<file path="src/rtl/instr_fetch_rv_if.sv">
// Fetch-stage bus: instruction-memory req/ack channel plus the decode-side
// instruction/redirect channel. master = fetch stage, slave = memory + decode.
interface instr_fetch_rv_if;
  logic        orImemReq;
  logic [31:0] orImemAddr;
  logic        iwImemAck;
  logic [31:0] iwImemData;
  logic [31:0] orInstr;
  logic [31:0] orPc;
  logic        orInstrValid;
  logic        iwAdvance;
  logic [1:0]  iwNextPcSrc;
  logic [19:0] iwNextPcImmediate20;
  logic [11:0] iwNextPcImmediate12;
  logic [31:0] iwJalrBase;
  logic        iwBranchTaken;
  logic        orFault;

  modport master (
    output orImemReq, orImemAddr, orInstr, orPc, orInstrValid, orFault,
    input  iwImemAck, iwImemData, iwAdvance, iwNextPcSrc,
           iwNextPcImmediate20, iwNextPcImmediate12, iwJalrBase, iwBranchTaken
  );

  modport slave (
    input  orImemReq, orImemAddr, orInstr, orPc, orInstrValid, orFault,
    output iwImemAck, iwImemData, iwAdvance, iwNextPcSrc,
           iwNextPcImmediate20, iwNextPcImmediate12, iwJalrBase, iwBranchTaken
  );
endinterface

</file>
<file path="src/rtl/instr_fetch_rv.sv">
// RV32I fetch stage: holds the PC, fetches one word per req/ack handshake,
// presents it to decode and computes the next PC on advance.
module instr_fetch_rv #(
  parameter logic [31:0] RESET_PC  = 32'h0000_0000,
  parameter logic [31:0] NOP_INSTR = 32'h0000_0013
) (
  input logic             iwClk,
  input logic             iwRst,
  instr_fetch_rv_if.master bus
);

  localparam logic [1:0] NEXT_PC_SRC_SEQ  = 2'd0;
  localparam logic [1:0] NEXT_PC_SRC_JAL  = 2'd1;
  localparam logic [1:0] NEXT_PC_SRC_JALR = 2'd2;
  localparam logic [1:0] NEXT_PC_SRC_B    = 2'd3;

  typedef enum logic [1:0] {
    S_IDLE,
    S_REQ,
    S_VALID,
    S_FAULT
  } state_t;

  state_t      state;
  logic [31:0] pc;
  logic        req;
  logic [31:0] addr;
  logic [31:0] instr;
  logic [31:0] instr_pc;
  logic        valid;
  logic        fault;

  logic [31:0] jal_off;
  logic [31:0] b_off;
  logic [31:0] jalr_sum;
  logic [31:0] npc;

  // Immediates arrive as raw instruction bit fields and are unscrambled here.
  always_comb begin
    jal_off  = {{11{bus.iwNextPcImmediate20[19]}}, bus.iwNextPcImmediate20[19],
                bus.iwNextPcImmediate20[7:0], bus.iwNextPcImmediate20[8],
                bus.iwNextPcImmediate20[18:9], 1'b0};
    b_off    = {{19{bus.iwNextPcImmediate12[11]}}, bus.iwNextPcImmediate12[11],
                bus.iwNextPcImmediate12[0], bus.iwNextPcImmediate12[10:5],
                bus.iwNextPcImmediate12[4:1], 1'b0};
    jalr_sum = bus.iwJalrBase + {{20{bus.iwNextPcImmediate12[11]}}, bus.iwNextPcImmediate12};
    npc      = pc + 32'd4;
    case (bus.iwNextPcSrc)
      NEXT_PC_SRC_SEQ:  npc = pc + 32'd4;
      NEXT_PC_SRC_JAL:  npc = pc + jal_off;
      NEXT_PC_SRC_JALR: npc = {jalr_sum[31:1], 1'b0};
      NEXT_PC_SRC_B:    npc = bus.iwBranchTaken ? (pc + b_off) : (pc + 32'd4);
      default:          npc = pc + 32'd4;
    endcase
  end

  always_ff @(posedge iwClk or posedge iwRst) begin
    if (iwRst) begin
      state    <= S_IDLE;
      pc       <= RESET_PC;
      req      <= 1'b0;
      addr     <= RESET_PC;
      instr    <= NOP_INSTR;
      instr_pc <= RESET_PC;
      valid    <= 1'b0;
      fault    <= 1'b0;
    end else begin
      case (state)
        S_IDLE: begin
          state <= S_REQ;
          req   <= 1'b1;
          addr  <= pc;
        end
        S_REQ: begin
          if (bus.iwImemAck) begin
            instr    <= bus.iwImemData;
            instr_pc <= pc;
            valid    <= 1'b1;
            req      <= 1'b0;
            state    <= S_VALID;
          end
        end
        S_VALID: begin
          if (bus.iwAdvance) begin
            valid <= 1'b0;
            instr <= NOP_INSTR;
            if (npc[1:0] != 2'b00) begin
              fault <= 1'b1;
              state <= S_FAULT;
            end else begin
              pc    <= npc;
              req   <= 1'b1;
              addr  <= npc;
              state <= S_REQ;
            end
          end
        end
        S_FAULT: begin
          // Terminal until reset.
        end
        default: state <= S_IDLE;
      endcase
    end
  end

  assign bus.orImemReq    = req;
  assign bus.orImemAddr   = addr;
  assign bus.orInstr      = instr;
  assign bus.orPc         = instr_pc;
  assign bus.orInstrValid = valid;
  assign bus.orFault      = fault;

endmodule

</file>
<file path="src/flat_wrapper.sv">
// flat-port wrapper written by rule: the top's interface ports become plain ports
module instr_fetch_rv_flat 
#(
  parameter logic [31:0] RESET_PC  = 32'h0000_0000,
  parameter logic [31:0] NOP_INSTR = 32'h0000_0013
)
  (iwClk, iwRst, bus_orImemReq, bus_orImemAddr, bus_orInstr, bus_orPc, bus_orInstrValid, bus_orFault, bus_iwImemAck, bus_iwImemData, bus_iwAdvance, bus_iwNextPcSrc, bus_iwNextPcImmediate20, bus_iwNextPcImmediate12, bus_iwJalrBase, bus_iwBranchTaken);
  instr_fetch_rv_if bus_i ();
  input logic iwClk;
  input logic iwRst;
  output wire logic [$bits(bus_i.orImemReq)-1:0] bus_orImemReq;
  output wire logic [$bits(bus_i.orImemAddr)-1:0] bus_orImemAddr;
  output wire logic [$bits(bus_i.orInstr)-1:0] bus_orInstr;
  output wire logic [$bits(bus_i.orPc)-1:0] bus_orPc;
  output wire logic [$bits(bus_i.orInstrValid)-1:0] bus_orInstrValid;
  output wire logic [$bits(bus_i.orFault)-1:0] bus_orFault;
  input wire logic [$bits(bus_i.iwImemAck)-1:0] bus_iwImemAck;
  input wire logic [$bits(bus_i.iwImemData)-1:0] bus_iwImemData;
  input wire logic [$bits(bus_i.iwAdvance)-1:0] bus_iwAdvance;
  input wire logic [$bits(bus_i.iwNextPcSrc)-1:0] bus_iwNextPcSrc;
  input wire logic [$bits(bus_i.iwNextPcImmediate20)-1:0] bus_iwNextPcImmediate20;
  input wire logic [$bits(bus_i.iwNextPcImmediate12)-1:0] bus_iwNextPcImmediate12;
  input wire logic [$bits(bus_i.iwJalrBase)-1:0] bus_iwJalrBase;
  input wire logic [$bits(bus_i.iwBranchTaken)-1:0] bus_iwBranchTaken;
  assign bus_orImemReq = bus_i.orImemReq;
  assign bus_orImemAddr = bus_i.orImemAddr;
  assign bus_orInstr = bus_i.orInstr;
  assign bus_orPc = bus_i.orPc;
  assign bus_orInstrValid = bus_i.orInstrValid;
  assign bus_orFault = bus_i.orFault;
  assign bus_i.iwImemAck = bus_iwImemAck;
  assign bus_i.iwImemData = bus_iwImemData;
  assign bus_i.iwAdvance = bus_iwAdvance;
  assign bus_i.iwNextPcSrc = bus_iwNextPcSrc;
  assign bus_i.iwNextPcImmediate20 = bus_iwNextPcImmediate20;
  assign bus_i.iwNextPcImmediate12 = bus_iwNextPcImmediate12;
  assign bus_i.iwJalrBase = bus_iwJalrBase;
  assign bus_i.iwBranchTaken = bus_iwBranchTaken;
  instr_fetch_rv #(.RESET_PC(RESET_PC), .NOP_INSTR(NOP_INSTR)) u_core (.iwClk(iwClk), .iwRst(iwRst), .bus(bus_i));
endmodule
</file>
<file path="config.mk">
export PLATFORM = sky130hd
export DESIGN_NAME = instr_fetch_rv_flat
export DESIGN_NICKNAME = d
export VERILOG_FILES = /design/src/rtl/instr_fetch_rv_if.sv /design/src/rtl/instr_fetch_rv.sv /design/src/flat_wrapper.sv
export SDC_FILE = /design/constraint.sdc
export NUM_CORES = 1
export LEC_CHECK = 0
export ABC_AREA = 1
export BUFFER_PORTS_ARGS = -buffer_cell sky130_fd_sc_hd__buf_4
export CORE_AREA = 2 2 186 143
export CTS_BUF_LIST = sky130_fd_sc_hd__clkbuf_4 sky130_fd_sc_hd__clkbuf_8 sky130_fd_sc_hd__clkbuf_16
export CTS_CLUSTER_SIZE = 14
export DETAILED_ROUTE_END_ITERATION = 8
export DIE_AREA = 0 0 188 145
export HOLD_SLACK_MARGIN = 0.15
export MAX_ROUTING_LAYER = met4
export PLACE_DENSITY = 0.76
export SYNTH_ARGS = -nofsm -noshare
export SYNTH_HDL_FRONTEND = slang
export SYNTH_SLANG_ARGS = --single-unit
</file>
<file path="constraint.sdc">
create_clock -name iwClk -period 4.5 [get_ports iwClk]
set_input_delay 0.45 -clock iwClk [delete_from_list [all_inputs] [get_ports iwClk]]
set_output_delay 0.45 -clock iwClk [all_outputs]
set_load 0.01 [all_outputs]
</file>
==> results.toml, run 1 <==
[clocking]
clkTransAtPathRegs_ns = 0.06
cts_hold_repair.buffers = 0
cts_tree = "built"
clock-sinks = 133
cts.root.buffer_cell = "sky130_fd_sc_hd__clkbuf_16"
cts_made_buffers = 17
clk_latency_ns = 0.43
cts_htree_levels = 4
post-cts-setup-buffer-count = 0
cts.path.max_buffers = 2
cts_resized = 0

[yosys]
synth_warn = 0
yosys-top-cells-count = "832 x sky130_fd_sc_hd__nand2_1, 354 x sky130_fd_sc_hd__inv_1, 172 x sky130_fd_sc_hd__nor2_1"
dominantRegCellSynth = "sky130_fd_sc_hd__dfrtp_1"
synth_largest_type_area_fraction_pct = 23.6
syn_area_per_cell_um2 = 6.03
synth_area_leader_cell = "sky130_fd_sc_hd__dfrtp_1"
synth_top_cells_by_area = "sky130_fd_sc_hd__dfrtp_1 24%, sky130_fd_sc_hd__nand2_1 23%, sky130_fd_sc_hd__inv_1 9.6%"
mappedNetlistArea_um2 = 13800
seq_area_frac_synth_pct = 24.2
netlist_instances = 2284
yosys.cell_count.top_type = "sky130_fd_sc_hd__nand2_1"
synthArstFlopShare_pct = 100
synth-seq-cells = 133
mappedNetlistNets = 2486
synth.lib_cells_used.distinct = 59
number_of_enable_flip_flop_cells_after_synthesis = 0

[global_routing]
number_of_global_route_vias_before_repair = 14300
met2_usage_pct = 54.9
gr-max-usage-layer = "met1"
grt_first_pass_wirelength_mm = 83.2
met3_usage_pct = 10.3
grt_antenna_before_repair = 2
globalRouteMet1Util_pct = 59.1
grt_max_degree = 105
grt.total_usage_pct = 40.7
grt_overflow_total = 0

[cells_and_area]
flow.area_growth_from_synthesis_pct = 17.1
finish.net_count = 2670
fin_area_um2 = 16100
post_route_cells_drive_above_1_share_pct = 11.7
post-route-util_pct = 63.3

[flow_run]
drv.max_cap_violation_count = 0

[sta]
fmax_mhz = 304
maxSlewHeadroom_pct = 28.1
whs_ns = 0.208
finalHoldViolCount = 0
rsz0062_at_grt = "false"
finClkSkew_ns = 0.00742
timing_max_transition_violations_final = 0
setup_total_negative_slack_ns = 0
layout_setup_ws_ns = 1.21
final-setup-viol-count = 0
final.min_clock_period_ns = 3.29
finalCritPeriodShare_pct = 73.1
max_slew.worst_pin.slew_ns = 1.07

[setup_path]
worstPathArrival_ns = 3.61
worst-endpoint-required_ns = 4.82
worstRegToRegCells = 10
setup.worst_path.start_class = "flop"
r2r-end = "u_core.bus.orImemAddr[12]"
setup.worst_path.end_class = "flop"
r2r-start = "u_core.pc[3]"
critical_path_class = "reg2reg"
critical_path_peak_fanout = 6
regToRegSetupSlack_ns = 1.21

[power]
peakVddDrop_uv = 438
powerDensity_nw_per_um2 = 664
static-leakage-power_nw = 8.91

[placement]
gp_routability_congestion = 1.18
detailed_place_hpwl_mm = 44.4
port_buffers = 201
dpl_worst_slack_ns = 1.24
dpl_cell_area_um2 = 15500

[detailed_routing]
ant_nets = 0
initialDrtViolationCount = 2220
finalWirelength_mm = 55.3
number_of_detailed_route_iterations_in_the_first_pass = 9
via_per_inst = 5.76
drc = 1
wire_per_inst_um = 19.6
via_count = 16300

[floorplanning]
dieArea_um2 = 27300
row_count = 51
die_w_um = 188
design.core.area_um2 = 25500
initial_core_utilization_pct = 54.1
io-pin-count = 202
fp.dieH_um = 145

[status]
failed_checks = "DRC"
run_status = "finished, violations left"

[min_path]
min-delay-path-class = "in2async"
## sequential cells by signal, indices dropped and copies added, names as in the netlist
register	count
u_core.bus.orImemAddr	32
u_core.bus.orFault	1
u_core.bus.orInstr	32
u_core.pc	32
u_core.bus.orPc	32
u_core.bus.orInstrValid	1
u_core.bus.orImemReq	1
u_core.state	2
## routing by layer
metal  vias to the layer above  routed length [um]
li1                       7719                   -
met1                      7469               24700
met2                       977               21900
met3                       117                6910
met4                         0                1840
met5                         -                   0
## cells in the final DEF, fill, tap and decap left out, drive strengths merged, types with 2 or more instances in the layout
| master | count |
|---|---|
| diode | 2 |
| nand4 | 44 |
| a21o | 3 |
| and3 | 2 |
| o21bai | 19 |
| nor3 | 32 |
| or2 | 16 |
| xor2 | 17 |
| a22o | 29 |
| mux2 | 2 |
| and2 | 2 |
| clkinvlp | 5 |
| dfrtp | 130 |
| xnor2 | 2 |
| a221oi | 2 |
| dfstp | 3 |
| nor2 | 179 |
| o221ai | 3 |
| nand2 | 835 |
| ha | 96 |
| a21oi | 101 |
| inv | 363 |
| o2111ai | 3 |
| o22a | 3 |
| o21ai | 144 |
| nand3b | 17 |
| nor4 | 2 |
| fa | 3 |
| a21boi | 9 |
| clkinv | 6 |
| a31oi | 2 |
| clkbuf | 17 |
| o22ai | 2 |
| nand3 | 170 |
| buf | 208 |
| bufinv | 3 |
| o211ai | 3 |
## kinds of logic after synthesis
| family | count (synthesis) | synth area share, % |
|---|---|---|
| AND/OR/NAND/NOR | 1300 | 39.5 |
| buffers and inverters | 405 | 11.9 |
| AO/OA/AOI/OAI | 326 | 13.9 |
| flip-flops | 133 | 24.2 |
| adder cells (fa/ha/maj) | 99 | 9.16 |
| XOR/XNOR | 19 | 1.21 |
| multiplexers | 2 | 0.164 |
## worst max-delay path by stage
stage / start / to / cells after the start
finish: u_core.pc[3] / u_core.bus.orImemAddr[12] / 10
global route: u_core.pc[3] / u_core.pc[12] / 10
CTS: u_core.pc[3] / u_core.bus.orImemAddr[12] / 10
detailed placement: bus_iwBranchTaken / u_core.pc[21] / 9
global placement: bus_iwBranchTaken / u_core.pc[21] / 9
floorplan: iwRst / u_core.bus.orFault / 1
## metrics by stage
| stage | total power [W] | instances |
|---|---|---|
| global route | 0.0114 | 2827 |
| detailed placement | 0.00895 | 2793 |
| global placement | 0.00883 | 2793 |
| CTS | 0.0104 | 2825 |
| finish | 0.0107 | 2827 |
| floorplan | 0.00644 | 2284 |
## power by group
| group | internal [W] | switching, W |
|---|---|---|
| sequential | 0.00180 | 0.000821 |
| combinational | 0.00233 | 0.00429 |
| clock | 0.000874 | 0.000588 |
| total | 0.00500 | 0.00570 |
## cell type report
| cell class | count | area [um^2] |
|---|---|---|
| multi-input cells | 1746 | 8810 |
| repair buffers | 208 | 1560 |
| clock buffers | 17 | 425 |
| fillers | 2457 | 9340 |
| diodes | 2 | 5.00 |
| well taps | 344 | 430 |
| inverters | 362 | 1380 |
| flip-flops and latches | 133 | 3330 |
| clock inverters | 15 | 181 |
## worst max-delay path, cell delays in order, from the launching register on
cell	delay [ns]
sky130_fd_sc_hd__dfrtp_1	0.61
sky130_fd_sc_hd__ha_1	0.41
sky130_fd_sc_hd__nand3_2	0.29
sky130_fd_sc_hd__nor2_4	0.32
sky130_fd_sc_hd__inv_1	0.20
sky130_fd_sc_hd__nor3_1	0.42
sky130_fd_sc_hd__nand3_1	0.13
sky130_fd_sc_hd__o211ai_1	0.16
sky130_fd_sc_hd__o2111ai_1	0.34
sky130_fd_sc_hd__o21ai_1	0.22
sky130_fd_sc_hd__nand2_1	0.07
No activity file was read; power rests on OpenSTA's default activity.
==> inputs of run 2 (changes only) <==
- clock period: 4.5 -> 3.1 ns (I/O delays scaled with it)
==> run 2 against run 1 <==
  * The flow now finishes without violations
  * Fmax rose by 11%
  * Sequential power rose by 42%
  * Flip-flop and latch count did not move
  * First-iteration DRC count rose by 8.8%
  * Power rose by 49%
  * Hold slack got worse by 0.050 ns
  * Via count rose by 3.1%
  * Design area rose by 3.9%
  * Sequential share of layout area fell by 0.77 points
  * Critical path type unchanged
  * Largest cell class unchanged
  * Highest routed layer unchanged
==> results.toml, run 2 (same netlist as run 1, synthesis figures left out) <==
[status]
run_status = "completed"

[global_routing]
grt.total_usage_pct = 44.0
grt_max_degree = 63
met2_usage_pct = 61.9
grt_first_pass_wirelength_mm = 89.3
number_of_global_route_vias_before_repair = 15400
grt_overflow_total = 0
gr-max-usage-layer = "met2"
met3_usage_pct = 11.4
globalRouteMet1Util_pct = 60.1
grt_antenna_before_repair = 0

[setup_path]
critical_path_peak_fanout = 6
critical_path_class = "reg2reg"
setup.worst_path.start_class = "flop"
cp-startpoint = "u_core.pc[3]"
worstPathArrival_ns = 3.27
r2r-start = "u_core.pc[3]"
worst-endpoint-required_ns = 3.40
setup.worst_path.end_class = "flop"

[power]
p_seq_share_pct = 23.4
internal_power_w = 0.00749
peakVddDrop_uv = 734
p_sw_w = 0.00844
p_clk_share_pct = 13.5
powerDensity_nw_per_um2 = 951
static-leakage-power_nw = 9.24
share_comb_of_total_power_pct = 63.0
power.share.switching_pct = 53.0
overall_power_consumption_w = 0.0159

[sta]
finClkSkew_ns = 0.0143
rsz0062_at_grt = "false"
max_slew.worst_pin.slew_ns = 1.01
timing_max_transition_violations_final = 0
setup_total_negative_slack_ns = 0
fmax_mhz = 337
maxSlewHeadroom_pct = 32.6
finalCritPeriodShare_pct = 95.8
final-setup-viol-count = 0
finalHoldViolCount = 0
final.min_clock_period_ns = 2.97

[clocking]
cts_made_buffers = 17
clkTransAtPathRegs_ns = 0.06
cts_tree = "built"
clock-sinks = 133
cts.path.max_buffers = 2
cts_htree_levels = 4
clk_latency_ns = 0.44
cts.root.buffer_cell = "sky130_fd_sc_hd__clkbuf_16"

[placement]
detailed_place_hpwl_mm = 46.0
port_buffers = 201
gp_routability_congestion = 1.16

[detailed_routing]
drc = 0
initialDrtViolationCount = 2415
via_per_inst = 5.80
number_of_detailed_route_iterations_in_the_first_pass = 8
ant_nets = 0
via_count = 16800
wire_per_inst_um = 20.3
finalWirelength_mm = 58.7

[floorplanning]
die_w_um = 188
initial_core_utilization_pct = 54.1
dieArea_um2 = 27300
row_count = 51
fp.dieH_um = 145
io-pin-count = 202
design.core.area_um2 = 25500

[min_path]
min-delay-path-class = "in2reg"
holdCritStartpoint = "bus_iwImemData[30]"

[cells_and_area]
layout_commonest_cell = "sky130_fd_sc_hd__nand2_1"
finish.net_count = 2739
top_library_cells_by_usage_in_the_layout_fill_and_taps_aside = "831 x sky130_fd_sc_hd__nand2_1, 352 x sky130_fd_sc_hd__inv_1, 244 x sky130_fd_sc_hd__buf_4"
post_route_cells_drive_above_1_share_pct = 13.1
flow.area_growth_from_synthesis_pct = 21.7

[flow_run]
drv.max_cap_violation_count = 0
run 2: worst paths after layout:
kind / to / slack, ns / depth (start not counted)
worst max-delay path: u_core.bus.orImemAddr[22] / 0.13 / 13
worst min-delay path: u_core.bus.orInstr[30] / 0.16 / 2
worst max register to register: u_core.bus.orImemAddr[22] / 0.13 / 13
worst min register to register: u_core.bus.orImemAddr[31] / 0.49 / 2
max in group asynchronous: u_core.bus.orPc[12] / 1.42 / 5
min in group asynchronous: u_core.bus.orInstr[20] / 0.58 / 3
run 2: cell type report:
type | instances | area, um^2
repair buffers | 277 | 2180
flip-flops and latches | 133 | 3330
clock inverters | 12 | 150
well taps | 344 | 430
inverters | 362 | 1380
multi-input cells | 1746 | 8810
fillers | 2284 | 8700
diodes | 1 | 2.50
clock buffers | 20 | 467
run 2: per-stage QoR:
stage                     setup slack, ns  utilization, %  std cells  cell area, um^2  hold slack [ns]
after floorplan                     0.825               -       2284            13800            0.450
after global routing              0.00424            65.8       2894            16800            0.157
after detailed placement           0.0715            62.1       2830            15800            0.465
final                               0.131            65.8       2895            16800            0.159
after CTS                          0.0349            65.7       2892            16700            0.157
after global placement              0.165            62.1       2830            15800            0.457
run 2: worst max-delay path, stage by stage, from the launching register on:
cell and delay (ns):
sky130_fd_sc_hd__dfrtp_1 0.65, sky130_fd_sc_hd__ha_1 0.39, sky130_fd_sc_hd__nand2_1 0.11, sky130_fd_sc_hd__nand3_1 0.24
sky130_fd_sc_hd__nand2_1 0.14, sky130_fd_sc_hd__nand2_1 0.12, sky130_fd_sc_hd__nand2_1 0.09, sky130_fd_sc_hd__nand2_1 0.16
sky130_fd_sc_hd__nand2_1 0.13, sky130_fd_sc_hd__nand3b_1 0.08, sky130_fd_sc_hd__nand3_1 0.16, sky130_fd_sc_hd__nand4_1 0.19
sky130_fd_sc_hd__o21ai_0 0.28, sky130_fd_sc_hd__nand2_1 0.09
run 2: what timing repair did:
item / in CTS / in global routing
hold endpoints to repair: 65 / 1
setup endpoints to repair: 0 / 11
resized for setup: 0 / 5
setup buffers: 0 / 1
hold buffers: 30 / 1
run 2: routing by layer:
| layer | wire length, um | vias to the layer above |
|---|---|---|
| met2 | 23700 | 1119 |
| met4 | 2770 | 0 |
| li1 | - | 7846 |
| met5 | 0 | - |
| met1 | 24400 | 7648 |
| met3 | 7860 | 176 |
run 2: power groups by stage:
stage	clock (W)	combinational [W]	sequential (W)
floorplan	0	0.00581	0.00354
global placement	0	0.00936	0.00357
detailed placement	0	0.00955	0.00358
CTS	0.00212	0.00967	0.00360
global route	0.00223	0.0110	0.00374
finish	0.00216	0.0100	0.00373
